### config.mk
export PLATFORM = sky130hd
export DESIGN_NAME = led_pwm_fader
export DESIGN_NICKNAME = d
export VERILOG_FILES = /design/src/rtl/led_pwm_fader.sv
export SDC_FILE = /design/constraint.sdc
export NUM_CORES = 1
export LEC_CHECK = 0
export CORE_MARGIN = 1.5
export CORE_UTILIZATION = 58
export DETAILED_ROUTE_END_ITERATION = 8
export GPL_ROUTABILITY_DRIVEN = 0
export PLACE_DENSITY = 0.75
export SLEW_MARGIN = 20
export SYNTH_ARGS = -nofsm -noshare
export SYNTH_HDL_FRONTEND = slang
export SYNTH_SLANG_ARGS = --single-unit
### constraint.sdc
create_clock -name aclk -period 2.7 [get_ports aclk]
set_input_delay 0.54 -clock aclk [delete_from_list [all_inputs] [get_ports aclk]]
set_output_delay 0.54 -clock aclk [all_outputs]
set_load 0.1 [all_outputs]
### src/rtl/led_pwm_fader.sv
// Soft-fade LED driver: each channel ramps a brightness level toward its pattern bit
// and is rendered by PWM against a shared free-running counter.
module led_pwm_fader #(
    parameter int N_LED    = 8,
    parameter int PWM_BITS = 8,
    parameter int RAMP_DIV = 4096
) (
    input  logic             aclk,
    input  logic             aresetn,
    input  logic             enable,
    input  logic [N_LED-1:0] pattern_in,
    output logic [N_LED-1:0] led_out,
    output logic             busy
);

    localparam int                  RAMP_W    = $clog2(RAMP_DIV);
    localparam logic [PWM_BITS-1:0] LEVEL_MAX = '1;
    // PWM period is MAX cycles so that level MAX compares high on every count.
    localparam logic [PWM_BITS-1:0] PWM_LAST  = LEVEL_MAX - 1'b1;
    localparam logic [RAMP_W-1:0]   RAMP_LAST = RAMP_W'(RAMP_DIV - 1);

    logic [N_LED-1:0]    pat_q;
    logic [PWM_BITS-1:0] level [N_LED];
    logic [PWM_BITS-1:0] pwm_cnt;
    logic [RAMP_W-1:0]   ramp_cnt;
    logic                ramp_tick;
    logic [N_LED-1:0]    at_target;

    assign ramp_tick = (ramp_cnt == RAMP_LAST);

    always_comb begin
        at_target = '0;
        for (int i = 0; i < N_LED; i++) begin
            at_target[i] = pat_q[i] ? (level[i] == LEVEL_MAX) : (level[i] == '0);
        end
    end

    // The input register keeps tracking the pattern even while disabled.
    always_ff @(posedge aclk or negedge aresetn) begin
        if (!aresetn) begin
            pat_q <= '0;
        end else begin
            pat_q <= pattern_in;
        end
    end

    always_ff @(posedge aclk or negedge aresetn) begin
        if (!aresetn) begin
            pwm_cnt  <= '0;
            ramp_cnt <= '0;
        end else if (!enable) begin
            pwm_cnt  <= '0;
            ramp_cnt <= '0;
        end else begin
            pwm_cnt  <= (pwm_cnt == PWM_LAST) ? '0 : pwm_cnt + 1'b1;
            ramp_cnt <= ramp_tick ? '0 : ramp_cnt + 1'b1;
        end
    end

    // Target is either full or dark, so a step is only needed when not already there.
    always_ff @(posedge aclk or negedge aresetn) begin
        if (!aresetn) begin
            for (int i = 0; i < N_LED; i++) begin
                level[i] <= '0;
            end
        end else if (!enable) begin
            for (int i = 0; i < N_LED; i++) begin
                level[i] <= '0;
            end
        end else if (ramp_tick) begin
            for (int i = 0; i < N_LED; i++) begin
                if (!at_target[i]) begin
                    level[i] <= pat_q[i] ? level[i] + 1'b1 : level[i] - 1'b1;
                end
            end
        end
    end

    always_ff @(posedge aclk or negedge aresetn) begin
        if (!aresetn) begin
            led_out <= '0;
            busy    <= 1'b0;
        end else if (!enable) begin
            led_out <= '0;
            busy    <= 1'b0;
        end else begin
            for (int i = 0; i < N_LED; i++) begin
                led_out[i] <= (level[i] > pwm_cnt);
            end
            busy <= ~&at_target;
        end
    end

endmodule

Word-level counts from Yosys, hierarchy flattened
Cells that the tools add are included.

Add/sub/neg operators: 18. Muxes and demuxes: 32. Equal/unequal tests: 19. Reduce and logical (&&, ||, !) cells: 18. $lt $le $gt $ge: 8.

Operators by type and width (number): $mux 8 (19); $mux 64 (2); $add 8x1->8 const B (9); $eq 8x8->1 const B (9); $gt 8x8->1 (8); $logic_not 8->1 (8); $sub 8x1->8 const B (8); $mux 12 (2); $ne 2x2->1 const B (8); $reduce_and 2->1 (8); $add 12x1->12 const B (1); $eq 12x12->1 const B (1); $mux 1 (9); $reduce_and 8->1 (1); $ne 2x1->1 const B (1); $logic_not 1->1 (1).

Logic and storage cells: 108. Bits of input ports: 11. Flip-flop bits (word level): 101. Output and inout port bits: 9.

Longest topological paths before layout
Word-level depth: 5. Mapped depth: 8. Depth with buffers taken out: 7.

Worst setup path after synthesis
No wires, ideal clock.

Path type: register -> register. From: register pat_q[0]. To: register level[62] in the netlist's numbering. Cell stages (with the launch flop): 8. Arrival time: 1993 ps. Required time: 2622 ps. Path slack: 629 ps. Path buffers: 0. Clock period less this slack: 2071 ps. Cells stage by stage: dfrtp_1 inv_1 ha_1 nor2b_1 o31a_1 or4_1 a31o_1 a21oi_1.

Cells in the longest elaborated chain, start to end: 4. Elaborated cells between the ends (all ways): 7. Classes of those cells: 1 x eq/ne; 5 x mux; 1 x reduce/logical.

RTL lines: start, declared (RTL line 22) `logic [N_LED-1:0] pat_q;`; start signal, assigned (RTL line 43) `pat_q <= pattern_in;`; $mux 8 (RTL line 73) `level[i] <= pat_q[i] ? level[i] + 1'b1 : level[i] - 1'b1;`; $mux 8 (RTL line 72) `if (!at_target[i]) begin`; $mux 64 (RTL line 70) `end else if (ramp_tick) begin`; $mux 64 (RTL line 66) `end else if (!enable) begin`; end signal, assigned by index (RTL line 73); end, declared (RTL line 23) `logic [PWM_BITS-1:0] level [N_LED];`.

Parallel ways exist; a longest one is shown, timed or not. The select of a mux whose other input is x is not followed. A chain may end at the register's enable or synchronous reset.

Final worst setup path
From: register ramp_cnt[0]. To: register level[57] in the netlist's numbering.

Cells in the longest elaborated chain, start to end: 3.

RTL lines: start, declared (RTL line 25) `logic [RAMP_W-1:0] ramp_cnt;`; start signal, assigned (RTL line 56) `ramp_cnt <= ramp_tick ? '0 : ramp_cnt + 1'b1;`; $eq 12x12->1 (RTL line 29) `assign ramp_tick = (ramp_cnt == RAMP_LAST);`; $ne 2x1->1 (no line); $reduce_and 2->1 (no line).

Every way passes these cells.

==> impl_metrics.json <==
{
  "firstDrtPassIters": 5,
  "cts_buffers": 9,
  "drc": 0,
  "die_area_sq_um": 14730,
  "wl_mm": 19.54,
  "fmax_mhz": 399.5,
  "finalCritPeriodShare_pct": 92.71,
  "syn_avg_cell_area_sq_um": 9.352,
  "seq_area_frac_synth_pct": 31.10,
  "rows": 43,
  "synth_top_area_cell": "dfrtp_1",
  "dieWidth_um": 121.4,
  "instances_no_fill": 1081,
  "port_buffers": 19,
  "grt_max_degree": 67,
  "antenna_found_initial": 0,
  "hp-class": "in -> async",
  "clk_pin_slew_worst_paths_ps": 70,
  "cap_violations": 0,
  "io_pins": 20,
  "clockRootBuffer": "clkbuf_16",
  "slew_headroom_pct": 56.81,
  "hpwl_mm": 14.40,
  "p_total_uw": 3483,
  "clock_path_buffers": 2,
  "multiInputGateArea_sq_um": 5324,
  "core-area_sq_um": 13770,
  "synth_ff_type": "dfrtp_1",
  "synthTopCellsByArea": "dfrtp_1 31%, ha_1 18%, a21oi_1 3.1%, inv_1 2.7%, nor2_1 2.6%",
  "viasPerCell": 6.377,
  "synth_top_area_share_pct": 31.10,
  "arrival_ps": 2760,
  "status": "complete, no violations",
  "grt_pass1_wl_mm": 32.93,
  "ant_nets": 0,
  "register_area_sq_um": 2527,
  "cp-start-kind": "flip-flop",
  "netlist_area_sq_um": 8127,
  "num_antenna_cells": 0,
  "layout_commonest_cell": "ha_1",
  "cts_tree": "done",
  "fin_skew_ps": 8.311,
  "die_h_um": 121.4,
  "dr_total_vias": 6894,
  "cts_max_level": 3,
  "worst_slew_pin_slew_ps": 647.9,
  "synth-warning-count": 0,
  "power_density_nw_per_um2": 393.3,
  "syn_nets": 1003,
  "wl_per_cell_um": 18.07,
  "drv_slew": 0,
  "clk_latency_ps": 350,
  "fin_crit_ps": 2503,
  "syn2layout_area_growth_pct": 8.961,
  "timing.setup.tns_ps": 0,
  "finalHoldViolCount": 0,
  "synthArstFlopShare_pct": 100.0,
  "worstSetupPathType": "reg -> reg",
  "nets": 1030,
  "final_cell_mix": "115 x ha_1, 101 x dfrtp_1, 59 x inv_1",
  "required_ps": 2960,
  "fill_cells": 1139,
  "finalSetupViolCount": 0,
  "ir_worst_vdd_mv": 0.3092,
  "synth-edff-count": 0,
  "clock_sinks": 101,
  "synth_cell_types": 65,
  "synth-seq-cells": 101,
  "post-place-cells": 1065,
  "grt_pass1_vias": 6999,
  "rsz0062_at_grt": "false",
  "start_util_pct": 59.00,
  "p_leak_uw": 0.004200,
  "cts-resized-gates": 0,
  "ctsHoldBuffers": 0,
  "layout-drive-gt1-share_pct": 6.548,
  "grt_usage_pct": 28.15,
  "cts_setup_buffers": 0,
  "endpoint_kind": "flip-flop",
  "r2r_slack_ps": 200,
  "grt_overflow": 0,
  "drt-initial-drc-count": 411,
  "syn_inst": 869,
  "cp_max_fo": 12
}
-- cell families (layout without fill, tap and decap cells) --
group | Yosys count | in the layout | share of synthesized area [%]
compound gates | 213 | 213 | 18.37
fa+ha+maj | 123 | 123 | 19.68
mux | 21 | 21 | 2.694
xor+xnor | 39 | 39 | 4.203
flops | 101 | 101 | 31.10
simple gates | 303 | 303 | 20.57
buf+inv | 69 | 101 | 3.387
-- cells in the mapped netlist, drive strengths merged (7+ instances only) --
| master | instances |
|---|---|
| mux2i | 17 |
| o22ai | 9 |
| nand3 | 36 |
| nor4 | 9 |
| inv | 59 |
| a21o | 20 |
| nand2 | 49 |
| o211ai | 7 |
| a21oi | 50 |
| and3 | 9 |
| a221oi | 8 |
| o31a | 7 |
| nor3 | 39 |
| a22o | 11 |
| o21a | 27 |
| xor2 | 19 |
| nand2b | 16 |
| nand4 | 18 |
| dfrtp | 101 |
| fa | 8 |
| o2111ai | 11 |
| nor2 | 61 |
| nor2b | 19 |
| and4 | 19 |
| o21ai | 30 |
| ha | 115 |
| xnor2 | 20 |
-- where the power goes --
group          switching (uW)  internal, uW
Clock                     561           860
Combinational             321           172
Sequential               31.0          1540
Total                     913          2570
-- state kept, by name (all words and copies together), names as in the netlist --
name	cells
pwm_cnt	8
pat_q	8
level	64
ramp_cnt	12
led_out	8
busy	1
-- metrics by stage --
| step | util (%) | setup slack (ps) | hold WS [ps] | instance area [sq um] |
|---|---|---|---|---|
| after global routing | 64.29 | 89.12 | 135.9 | 8855 |
| after detailed placement | 61.92 | 267.1 | 497.0 | 8528 |
| final | 64.29 | 196.7 | 111.4 | 8855 |
| after floorplan | - | 629.2 | 244.4 | 8127 |
| after CTS | 64.29 | 266.6 | 119.0 | 8855 |
| after global placement | 61.92 | 395.8 | 489.1 | 8528 |
-- worst max-delay path, cell delays in order (launching register included) --
cell and delay [ps]:
dfrtp_1 420, ha_1 250, and2_1 190, and4_1 580, nand2_2 390, or2_1 370, o22ai_1 200
-- routing by layer --
metal / vias to the layer above / track usage, % / wire, um / share of wire, %
li1: 3305 / - / - / -
met1: 3378 / 34.84 / 8495 / 43
met2: 163 / 48.87 / 9823 / 50
met3: 48 / 3.383 / 659 / 3.4
met4: 0 / 13.16 / 559 / 2.9
met5: - / 0 / 0 / 0
-- cell type report --
type                       instances  share of cell area [%]
inverter                          59                   2.501
clock inverter                     4                  0.7913
tap                              180                   2.543
timing repair buffer              26                   2.600
sequential                       101                   28.54
clock buffer                      12                   2.897
multi-input combinational        699                   60.12
-- worst paths after layout --
| check | startpoint | end | depth (start not counted) |
|---|---|---|---|
| setup / recovery | ramp_cnt[0] | level[57] | 6 |
| hold / removal | aresetn | level[42] | 1 |
| setup reg to reg | ramp_cnt[0] | level[57] | 6 |
| hold reg to reg | ramp_cnt[0] | ramp_cnt[0] | 1 |
| max in group asynchronous | aresetn | pat_q[1] | 2 |
| min in group aclk | ramp_cnt[0] | ramp_cnt[0] | 1 |
Note: power is estimated with default switching activity, not from simulation.
